===== src/rtl/add16_seq_ctrl.sv =====
// Sequential nibble-serial adder with a valid/ready front end and back end.
// One 4-bit ripple slice is evaluated per cycle, so a NIBBLES-slice add takes
// NIBBLES cycles in ADD, then the result is held in DONE until it is taken.
//
// Handshake rules (both ports): a transfer happens on a rising clk edge where
// valid and ready are both high. The producer holds valid and its data stable
// until that edge; ready may be driven high or low independently of valid.
// Here in_ready is high only in IDLE, and out_valid is high only in DONE.
module add16_seq_ctrl #(
  parameter int NIBBLES = 4
) (
  input  logic                 clk,
  input  logic                 rst_n,
  input  logic                 in_valid,
  output logic                 in_ready,
  input  logic [4*NIBBLES-1:0] a,
  input  logic [4*NIBBLES-1:0] b,
  input  logic                 cin,
  output logic                 out_valid,
  input  logic                 out_ready,
  output logic [4*NIBBLES-1:0] sum,
  output logic                 cout,
  output logic                 ovf,
  output logic                 busy
);

  localparam int W  = 4 * NIBBLES;
  localparam int IW = (NIBBLES > 1) ? $clog2(NIBBLES) : 1;

  typedef enum logic [1:0] {
    S_IDLE = 2'd0,
    S_ADD  = 2'd1,
    S_DONE = 2'd2
  } state_t;

  state_t        state;
  logic [IW-1:0] idx;
  logic          carry;
  logic [W-1:0]  a_r;
  logic [W-1:0]  b_r;

  logic [3:0]    a_nib;
  logic [3:0]    b_nib;
  logic [4:0]    slice;
  logic          top_cin;

  // Select the current operand nibbles and form the 4-bit ripple slice.
  always_comb begin
    a_nib = '0;
    b_nib = '0;
    for (int i = 0; i < NIBBLES; i++) begin
      if (idx == IW'(i)) begin
        a_nib = a_r[i*4 +: 4];
        b_nib = b_r[i*4 +: 4];
      end
    end
    slice   = {1'b0, a_nib} + {1'b0, b_nib} + {4'b0000, carry};
    // Carry into bit 3 of the slice recovered from the sum bit.
    top_cin = a_nib[3] ^ b_nib[3] ^ slice[3];
  end

  // Controller FSM with registered handshake, status and result outputs.
  always_ff @(posedge clk or negedge rst_n) begin
    if (!rst_n) begin
      state     <= S_IDLE;
      idx       <= '0;
      carry     <= 1'b0;
      a_r       <= '0;
      b_r       <= '0;
      sum       <= '0;
      cout      <= 1'b0;
      ovf       <= 1'b0;
      out_valid <= 1'b0;
      busy      <= 1'b0;
      in_ready  <= 1'b1;
    end else begin
      case (state)
        S_IDLE: begin
          // in_ready is always high here, so in_valid alone marks an accept.
          // sum/cout/ovf keep the previous result until overwritten.
          if (in_valid) begin
            a_r      <= a;
            b_r      <= b;
            carry    <= cin;
            idx      <= '0;
            state    <= S_ADD;
            in_ready <= 1'b0;
            busy     <= 1'b1;
          end
        end
        S_ADD: begin
          for (int i = 0; i < NIBBLES; i++) begin
            if (idx == IW'(i)) sum[i*4 +: 4] <= slice[3:0];
          end
          carry <= slice[4];
          if (idx == IW'(NIBBLES - 1)) begin
            idx       <= '0;
            cout      <= slice[4];
            ovf       <= top_cin ^ slice[4];
            out_valid <= 1'b1;
            state     <= S_DONE;
          end else begin
            idx <= idx + 1'b1;
          end
        end
        S_DONE: begin
          // Result handshake; in_ready returns one cycle later, so no
          // accept can coincide with this edge.
          if (out_ready) begin
            out_valid <= 1'b0;
            busy      <= 1'b0;
            in_ready  <= 1'b1;
            state     <= S_IDLE;
          end
        end
        default: begin
          out_valid <= 1'b0;
          busy      <= 1'b0;
          in_ready  <= 1'b1;
          state     <= S_IDLE;
        end
      endcase
    end
  end

endmodule

===== config.mk =====
export PLATFORM = sky130hd
export DESIGN_NAME = add16_seq_ctrl
export DESIGN_NICKNAME = d
export VERILOG_FILES = /design/src/rtl/add16_seq_ctrl.sv
export SDC_FILE = /design/constraint.sdc
export NUM_CORES = 1
export LEC_CHECK = 0
export BUFFER_PORTS_ARGS = -buffer_cell sky130_fd_sc_hd__buf_2
export CAP_MARGIN = 30
export CORE_MARGIN = 2
export CORE_UTILIZATION = 28
export CTS_CLUSTER_SIZE = 12
export DETAILED_ROUTE_END_ITERATION = 10
export GPL_TIMING_DRIVEN = 0
export PLACE_DENSITY = 0.53
export RECOVER_POWER = 100
export SLEW_MARGIN = 5
export SYNTH_ARGS = -nofsm -noshare
export SYNTH_HDL_FRONTEND = slang
export SYNTH_SLANG_ARGS = --single-unit

===== constraint.sdc =====
create_clock -name clk -period 3.2 [get_ports clk]
set_input_delay 0.64 -clock clk [delete_from_list [all_inputs] [get_ports clk]]
set_output_delay 0.64 -clock clk [all_outputs]
set_load 0.02 [all_outputs]

==> results.md <==
* Grt total ovfl at 0
* Residual DRC at 0
* DR WL/cell at about 14 um
* CTS HTree Levels at 3
* Crit path arrival time at around 3200 ps
* EDFF count, synth at 0
* TritonCTS clock tree: built
* DR vias/cell at about 4.4
* Max stage delay on crit path at 470 ps
* Synth area leader: dfrtp_1
* Top delay family on crit path: adder cells
* Clock Path Buffers at 2
* Hold Slack at between 400 and 500 ps
* Internal at roughly 2500 uW
* Die area at ~11000 um^2
* CP max-delay cell: fa_1
* Maxcap violations at 0
* Max Slew Vio Count at 0
* Vias in the first global route at between 1500 and 2000
* Setup Skew at 11.0 ps
* Post-CTS resize count at 2
* Final-stage net count at roughly 340
* CTS buffer count at 9
* Tot GR Track Use at 0.125
* Post-CTS Setup Bufs at 0
* Synth Net Count at approximately 270
* Sequential-to-total area share from yosys stat at 0.535
* Io pins at 58
* Worst Setup SP: idx[0]
* Final hold vios at 0
* Core box area at a little over 9000 um^2
* Final setup fails at 0
* Synth area leaders: dfrtp_1, mux2_2, nand2_1
* Power Density at between 1000 and 1500 nW/um^2
* Reg2reg setup slack at approximately 240 ps
* Worst rel slew slack at 0.0353
* Crit path kind: reg2reg
* CTS clock-pin slew for the worst setup and hold paths at 70 ps
* Clock latency on the worst-skew pair at 340 ps
* Period utilisation layout at 0.925
* Worst-path cell chain: inv_1 -> ha_1 -> buf_2 -> nand3b_1 -> a21oi_1 -> a21oi_1 -> o21ai_0 -> fa_1 -> fa_1 -> a21o_1 -> a21oi_4 -> xnor2_1 -> o21ai_0
* Post-route ant nets at 0
* Layout area overhead at 23.4%
* Reg2reg end: ovf
* Largest net degree at the start of global routing at just under 60
* Netlist cell types at 29
* Area share of the largest cell type after synthesis at 0.525
* CP endpoint kind: register
* NetSw at ~1600 uW
* Comb power frac at 0.484
* Yosys reg bits at 58
* Worst min path class: reg2reg
* TritonRoute pass-1 iters at 4
* CP bufs+invs at 2
* Placement Setup Slack at -123 ps
* Initial antenna violation count at 0
* Worst-Margin Slew at ~1400 ps
* Total wire length at ~6 mm
* Total number of yosys warnings at 0
* Mean Syn Cell Area at ~12 um^2
* Asr flop ratio synth at 1.00
* Global-route wire length before repair at approximately 10 mm
* Initial Util at 0.291
* Fill count at approximately 1000
* Num Clock Sinks at a little under 60
* Dpl hpwl at between 4 and 5 mm
* Final WS setup at around 240 ps
* Status: completed
* Seq pwr share at 0.321
* Main synth FF type: dfrtp_1
* Post-CTS Hold Fix Bufs at 0
* RSZ-0062 raised after global routing: no
* Cells on worst reg2reg path at 13
* CP endpoint: ovf
* RR Startpoint: idx[0]
* Crit Path Max Fanout at 9
* Sw Ratio at 0.394
* Startpoint Class: register
* GPL Wtd Cong at between 0.7 and 0.8
* Die Wd at around 100 um
* Synth Cell Area at 2720 um^2
* Port Buffers at between 50 and 60
* CP Depth at 13
* Most common cell after layout, fill and taps aside: dfrtp_1
* Clock power share at 0.195
* Antenna diodes at 0
* Root buffer cell: clkbuf_8
* Post-layout min period at 2960 ps
* Leak at between 0.001 and 0.0015 uW
* Max Clk Rate at between 300 and 400 MHz
* Post-Synthesis Cells at between 200 and 250
* Peak supply drop at between 0.3 and 0.4 mV
* Site row count at 35
* DR vias at between 1500 and 2000
* Required time worst endpoint at approximately 3400 ps
* Most frequent cells in the layout: dfrtp_1, buf_2, mux2_2
* Die height at just over 100 um
* Share of layout cells above drive strength 1 at 0.350
* Initial drt markers at 33
[sequential cells by signal, indices dropped and copies added (netlist names), 2 cells and up]
register  cells
a_r          16
b_r          16
sum          16
idx           2
state         2
[per-stage QoR]
step	TNS [ps]	power [uW]	utilization	instance area [um^2]	cells
3_5_place_dp	-563	3380	0.339	3170	412
4_1_cts	0	4220	0.365	3400	427
2_1_floorplan	0	2770	-	2720	226
6_report	0	4110	0.359	3350	426
5_1_grt	0	4480	0.359	3350	426
3_3_place_gp	-411	3340	0.339	3160	412
[logic make-up after synthesis]
family | after synthesis | synth area share
flip-flops | 58 | 0.535
AO/OA/AOI/OAI | 50 | 0.102
AND/OR/NAND/NOR | 48 | 0.0917
multiplexers | 41 | 0.174
buffers and inverters | 17 | 0.0410
adder cells (fa/ha/maj) | 9 | 0.0470
XOR/XNOR | 3 | 0.00967
[synthesized netlist by cell type, types with 2 or more instances]
cell,number
nand3b_1,8
fa_1,2
a21o_1,2
nand2_1,30
o21ai_0,20
a22o_1,2
buf_6,6
dfrtp_1,57
nor2_1,5
o22a_1,2
a21oi_1,21
inv_1,5
buf_2,2
clkbuf_1,4
mux2_2,37
ha_1,7
mux2_4,3
xnor2_1,2
[tightest hold or removal path: stages (launching register included)]
cell and delay (ps):
dfrtp_1 340, nand2_1 40, o21ai_0 60
[how the worst min path moves through the flow]
stage	start	endpoint	slack [ps]	cells after the start
after floorplan	rst_n	a_r[0]	340	0
after global placement	sum[11]	sum[11]	460	2
after detailed placement	sum[11]	sum[11]	460	2
after CTS	rst_n	sum[13]	390	1
after global routing	out_ready	state[1]	510	2
final	sum[11]	sum[11]	480	2
[power by group through the flow]
stage | sequential, uW | clock [uW] | combinational, uW
after CTS | 1320 | 822 | 2070
after global routing | 1370 | 853 | 2250
after floorplan | 1430 | 0 | 1340
after detailed placement | 1340 | 0 | 2050
after global placement | 1330 | 0 | 2010
final | 1320 | 800 | 1990
[area by class of cell]
| type | instances | area (um^2) | area share |
|---|---|---|---|
| Sequential cell | 58 | 1450 | 0.434 |
| Multi-Input combinational cell | 151 | 1150 | 0.344 |
| Buffer | 10 | 67.6 | 0.0202 |
| Tap cell | 129 | 161 | 0.0482 |
| Inverter | 5 | 18.8 | 0.00560 |
| Timing Repair Buffer | 57 | 259 | 0.0773 |
| Clock buffer | 12 | 165 | 0.0493 |
| Clock inverter | 4 | 72.6 | 0.0217 |
[routing by layer]
| metal | global-route usage | vias up | wire, um |
|---|---|---|---|
| met5 | 0 | - | 0 |
| met4 | 0.0523 | 0 | 72 |
| met3 | 0.0434 | 7 | 356 |
| li1 | - | 919 | - |
| met1 | 0.156 | 890 | 2680 |
| met2 | 0.198 | 46 | 2860 |
Note: power is estimated with default switching activity, not from simulation.
